==> src/rtl/gp_writeback_arbiter.sv <==
// Write-back arbiter: one-entry holding buffer per execution unit, round-robin drain
// onto the single GPR write port, plus a mask of GPRs with writes still in flight.
module gp_writeback_arbiter #(
  parameter  int unsigned NUM_SOURCES = 3,
  localparam int unsigned REG_W       = 5,
  localparam int unsigned DATA_W      = 32,
  localparam int unsigned NUM_REGS    = 32
) (
  input  logic                                clk,
  input  logic                                rst_n,
  input  logic                                flush_i,
  input  logic [NUM_SOURCES-1:0]              src_valid_i,
  output logic [NUM_SOURCES-1:0]              src_ready_o,
  input  logic [NUM_SOURCES-1:0][REG_W-1:0]   src_reg_i,
  input  logic [NUM_SOURCES-1:0][DATA_W-1:0]  src_data_i,
  output logic                                write_enable_o,
  output logic [REG_W-1:0]                    write_select_o,
  output logic [DATA_W-1:0]                   write_data_o,
  output logic [NUM_REGS-1:0]                 pending_mask_o
);

  localparam int unsigned PTR_W = (NUM_SOURCES > 1) ? $clog2(NUM_SOURCES) : 1;
  localparam int unsigned IDX_W = PTR_W + 1;

  logic [NUM_SOURCES-1:0]             buf_valid_q, buf_valid_d;
  logic [NUM_SOURCES-1:0][REG_W-1:0]  buf_reg_q,   buf_reg_d;
  logic [NUM_SOURCES-1:0][DATA_W-1:0] buf_data_q,  buf_data_d;
  logic [PTR_W-1:0]                   ptr_q,       ptr_d;
  logic                               we_q,        we_d;
  logic [REG_W-1:0]                   sel_q,       sel_d;
  logic [DATA_W-1:0]                  data_q,      data_d;

  logic [NUM_SOURCES-1:0] grant_c;
  logic [PTR_W-1:0]       win_c;
  logic                   any_c;
  logic [IDX_W-1:0]       idx_c;

  // Round-robin search starting at ptr; first valid buffer wins.
  always_comb begin
    grant_c = '0;
    win_c   = '0;
    any_c   = 1'b0;
    idx_c   = '0;
    for (int unsigned k = 0; k < NUM_SOURCES; k++) begin
      idx_c = IDX_W'(ptr_q) + IDX_W'(k);
      if (idx_c >= IDX_W'(NUM_SOURCES)) begin
        idx_c = idx_c - IDX_W'(NUM_SOURCES);
      end
      if (!any_c && buf_valid_q[idx_c[PTR_W-1:0]]) begin
        any_c                       = 1'b1;
        win_c                       = idx_c[PTR_W-1:0];
        grant_c[idx_c[PTR_W-1:0]]   = 1'b1;
      end
    end
  end

  // A granted buffer empties this edge, so it can be refilled at the same time.
  assign src_ready_o = rst_n ? (~buf_valid_q | grant_c) : '0;

  always_comb begin
    buf_valid_d = buf_valid_q;
    buf_reg_d   = buf_reg_q;
    buf_data_d  = buf_data_q;
    for (int unsigned i = 0; i < NUM_SOURCES; i++) begin
      if (grant_c[i]) begin
        buf_valid_d[i] = 1'b0;
      end
      if (src_valid_i[i] && src_ready_o[i]) begin
        buf_valid_d[i] = 1'b1;
        buf_reg_d[i]   = src_reg_i[i];
        buf_data_d[i]  = src_data_i[i];
      end
    end
    if (flush_i) begin
      buf_valid_d = '0;
    end
  end

  // Output stage and pointer advance; address/data hold when nothing issues.
  always_comb begin
    we_d   = any_c && !flush_i;
    sel_d  = sel_q;
    data_d = data_q;
    ptr_d  = ptr_q;
    if (we_d) begin
      sel_d  = buf_reg_q[win_c];
      data_d = buf_data_q[win_c];
    end
    if (any_c) begin
      ptr_d = (win_c == PTR_W'(NUM_SOURCES - 1)) ? '0 : win_c + PTR_W'(1);
    end
  end

  always_ff @(posedge clk or negedge rst_n) begin
    if (!rst_n) begin
      buf_valid_q <= '0;
      buf_reg_q   <= '0;
      buf_data_q  <= '0;
      ptr_q       <= '0;
      we_q        <= 1'b0;
      sel_q       <= '0;
      data_q      <= '0;
    end else begin
      buf_valid_q <= buf_valid_d;
      buf_reg_q   <= buf_reg_d;
      buf_data_q  <= buf_data_d;
      ptr_q       <= ptr_d;
      we_q        <= we_d;
      sel_q       <= sel_d;
      data_q      <= data_d;
    end
  end

  // In-flight targets: held buffers plus the write currently on the port.
  always_comb begin
    pending_mask_o = '0;
    for (int unsigned i = 0; i < NUM_SOURCES; i++) begin
      if (buf_valid_q[i]) begin
        pending_mask_o[buf_reg_q[i]] = 1'b1;
      end
    end
    if (we_q) begin
      pending_mask_o[sel_q] = 1'b1;
    end
  end

  assign write_enable_o = we_q;
  assign write_select_o = sel_q;
  assign write_data_o   = data_q;

endmodule

==> config.mk <==
export PLATFORM = sky130hd
export DESIGN_NAME = gp_writeback_arbiter
export DESIGN_NICKNAME = d
export VERILOG_FILES = /design/src/rtl/gp_writeback_arbiter.sv
export SDC_FILE = /design/constraint.sdc
export NUM_CORES = 1
export LEC_CHECK = 0
export CAP_MARGIN = 20
export CORE_MARGIN = 5
export CORE_UTILIZATION = 60
export DETAILED_ROUTE_END_ITERATION = 6
export DONT_BUFFER_PORTS = 1
export GPL_ROUTABILITY_DRIVEN = 1
export PLACE_DENSITY = 0.88
export SYNTH_ARGS = -nofsm -noshare
export SYNTH_HDL_FRONTEND = slang
export SYNTH_SLANG_ARGS = --single-unit
export TNS_END_PERCENT = 100
==> constraint.sdc <==
create_clock -name clk -period 8.3 [get_ports clk]
set_clock_uncertainty 0.2 [all_clocks]
set_input_delay 1.66 -clock clk [delete_from_list [all_inputs] [get_ports clk]]
set_output_delay 1.66 -clock clk [all_outputs]
set_load 0.01 [all_outputs]
==> out/summary.txt <==
yosys warns: 0
Top Ports: 190
RSZ-0062 raised after global routing: no
post-synthesis adder-cell area fraction: 0.627%
cell taking the most area after synthesis: dfrtp_1
Syn Nets: 793
Net count, final: 766
row count: 42
Slew @ Worst Pin: 0.995 ns
gpl congestion: 0.918
worst setup margin: 3.88 ns
XOR/XNOR Fraction of Synth Area: 0%
Tot Pwr: 3.16 mW
main combinational cell family by area after synthesis: multiplexers
vias in the first global route: 6,040
minimum clock period: 4.42 ns
main flop type after synthesis: dfrtp_1
max-slew violation count: 0
Sw Pwr: 1.12 mW
layout cell share with drive strength beyond 1: 17.8%
Worst setup EP type: output port
peak supply drop: 0.000200 V
final global-route overflow total: 0
DIE AREA: 0.0157 mm2
post-CTS setup buffer count: 0
initial antenna violation count: 2
synthesized netlist cell count: 672
synth top area cells: dfrtp_1 48%, mux2_1 12%, mux2_2 9.2%
residual DRC count: 0
sequential-to-total area share from yosys stat: 48.3%
worst min-delay path category: reg2reg
CTS tree: done
Worst EP arrival: 2.56 ns
internal power: 2.04 mW
count of input and output buffers: 0
Sw Ratio: 35.5%
compound-cell area share of the yosys netlist: 10.7%
Fmax: 0.226 GHz
die width: 125 um
CP Class: reg2out
status: finished clean
CP Data Required Time: 6.44 ns
Sink Count: 154
Critical Path Start Type: flop
total CTS buffers: 17
pre-CTS WS: 4.37 ns
gr usage total: 26.7%
Worst Hold Depth: 1
Post-synth EDFFs: 0
vias per cell: 6.60
Gate power share: 31.6%
post_cts resized: 0
DR WL/cell: 24.5 um
Crit Path Max Fanout: 11
Distinct cells, synth: 50
Area Growth Syn to Fin: 7.91%
H-tree Lvls: 4
Worst-Skew Late Latency: 0.42 ns
Finish-stage setup viols: 0
Routed Antenna Nets: 0
hold_buf cts: 0
DRT Wirelength: 20,400 um
post-synthesis cell area: 0.00798 mm2
clock power share: 27.7%
CTS clock-pin slew for the worst setup and hold paths: 0.06 ns
Via Count: 5,510
Simple-Gate Fraction of Synth Area: 9.96%
number of synthesized register bits: 154
pin count of the biggest net entering global routing: 164
initial DRC count: 634
total core area: 0.0131 mm2
Final period util: 53.2%
CTS root buffer: clkbuf_16
post-synthesis mux area share: 26.2%
Final Hold Fails: 0
reg2reg path depth: 8
DR pass1 iterations: 5
Leak: 3.69 nW
Synth async-reset ratio: 100%
TNS Setup: 0 ns
syn avg cell area: 11.9 um2
Pwr Density: 367 mW/mm2
Die Y: 125 um
Initial Util: 60.7%
global-route wire length before repair: 33,200 um
sequential share of power: 40.8%
clk buf depth: 2
Yosys top cell area share: 48.3%
hpwl dp: 14,100 um
Slew headroom: 33.5%
max cap viols: 0
## power groups by stage
stage          combinational (mW)  clock [mW]  sequential, mW
2_1_floorplan               0.906           0            1.17
3_3_place_gp                0.941           0            1.27
3_5_place_dp                0.989           0            1.30
4_1_cts                     0.997       0.885            1.29
5_1_grt                      1.10       0.921            1.32
6_report                    0.997       0.874            1.29
## stage by stage
step / std cells / cell area, um2 / hold slack (ns) / util, %
floorplan: 672 / 7980 / 0.254 / -
finish: 835 / 8610 / 0.278 / 65.5
global route: 835 / 8610 / 0.306 / 65.5
global placement: 802 / 7940 / 0.263 / 60.4
detailed placement: 802 / 7940 / 0.271 / 60.4
CTS: 833 / 8600 / 0.284 / 65.5
## synth_stat cells (all sizes together), types with 8 or more instances
cell,number
nand2,60
clkbuf,23
inv,9
a22oi,14
nand3b,11
o21ai,41
buf,26
nand3,9
o221ai,12
o22ai,16
o211ai,8
mux2i,41
mux2,148
nor2,18
a21oi,8
dfrtp,154
a221o,14
nor3b,10
## critical path, stage by stage (launching register included)
cell,delay (ns)
dfrtp_1,0.39
inv_1,0.08
ha_1,0.45
nand2b_1,0.29
o22ai_1,0.28
a211oi_1,0.12
a32o_2,0.30
nor2b_1,0.23
## area by class of cell
cell class                      count  area (um2)
Fill cell                         964        4530
Sequential cell                   154        3850
Multi-Input combinational cell    460        3810
Clock buffer                       21         450
Tap cell                          176         220
Clock inverter                     10         214
Inverter                            9        33.8
Timing Repair Buffer                3        22.5
Antenna cell                        2        5.00
## routing by layer
layer	share of wire, %	track usage, %
met3	9.7	9.04
met4	2.5	9.89
met2	49	44.1
met5	0	0
met1	39	32.7
## cells in the final DEF, fill, tap and decap left out, types with 7 or more instances in the layout
master / n
nand3_1: 7
mux2i_1: 40
nor3b_1: 10
a21oi_1: 8
mux2_1: 83
dfrtp_1: 154
o221ai_1: 12
o21ai_1: 19
clkbuf_16: 17
a221o_1: 14
o22ai_1: 16
nand3b_1: 11
mux2_2: 65
o21ai_0: 21
inv_1: 9
a22oi_1: 14
nor2_1: 16
nand2_1: 60
## final timing paths
check	startpoint	endpoint	slack (ns)
worst max-delay path	ptr_q[0]	src_ready_o[0]	3.88
worst min-delay path	buf_data_q[17]	buf_data_q[17]	0.28
worst max register to register	ptr_q[0]	buf_data_q[81]	4.95
worst min register to register	buf_data_q[17]	buf_data_q[17]	0.28
max in group asynchronous	rst_n	buf_reg_q[13]	7.01
min in group asynchronous	rst_n	buf_data_q[74]	0.73
## sequential cells by signal (all words and copies together), names as in the netlist
register	cells
buf_data_q	96
write_data_o	32
buf_reg_q	15
write_select_o	5
buf_valid_q	3
ptr_q	2
write_enable_o	1
## kinds of logic after synthesis
logic type	Yosys count
flops	154
buf+inv	58
simple gates	145
fa+ha+maj	4
compound gates	122
mux	189
(Power assumes the default switching activity.)
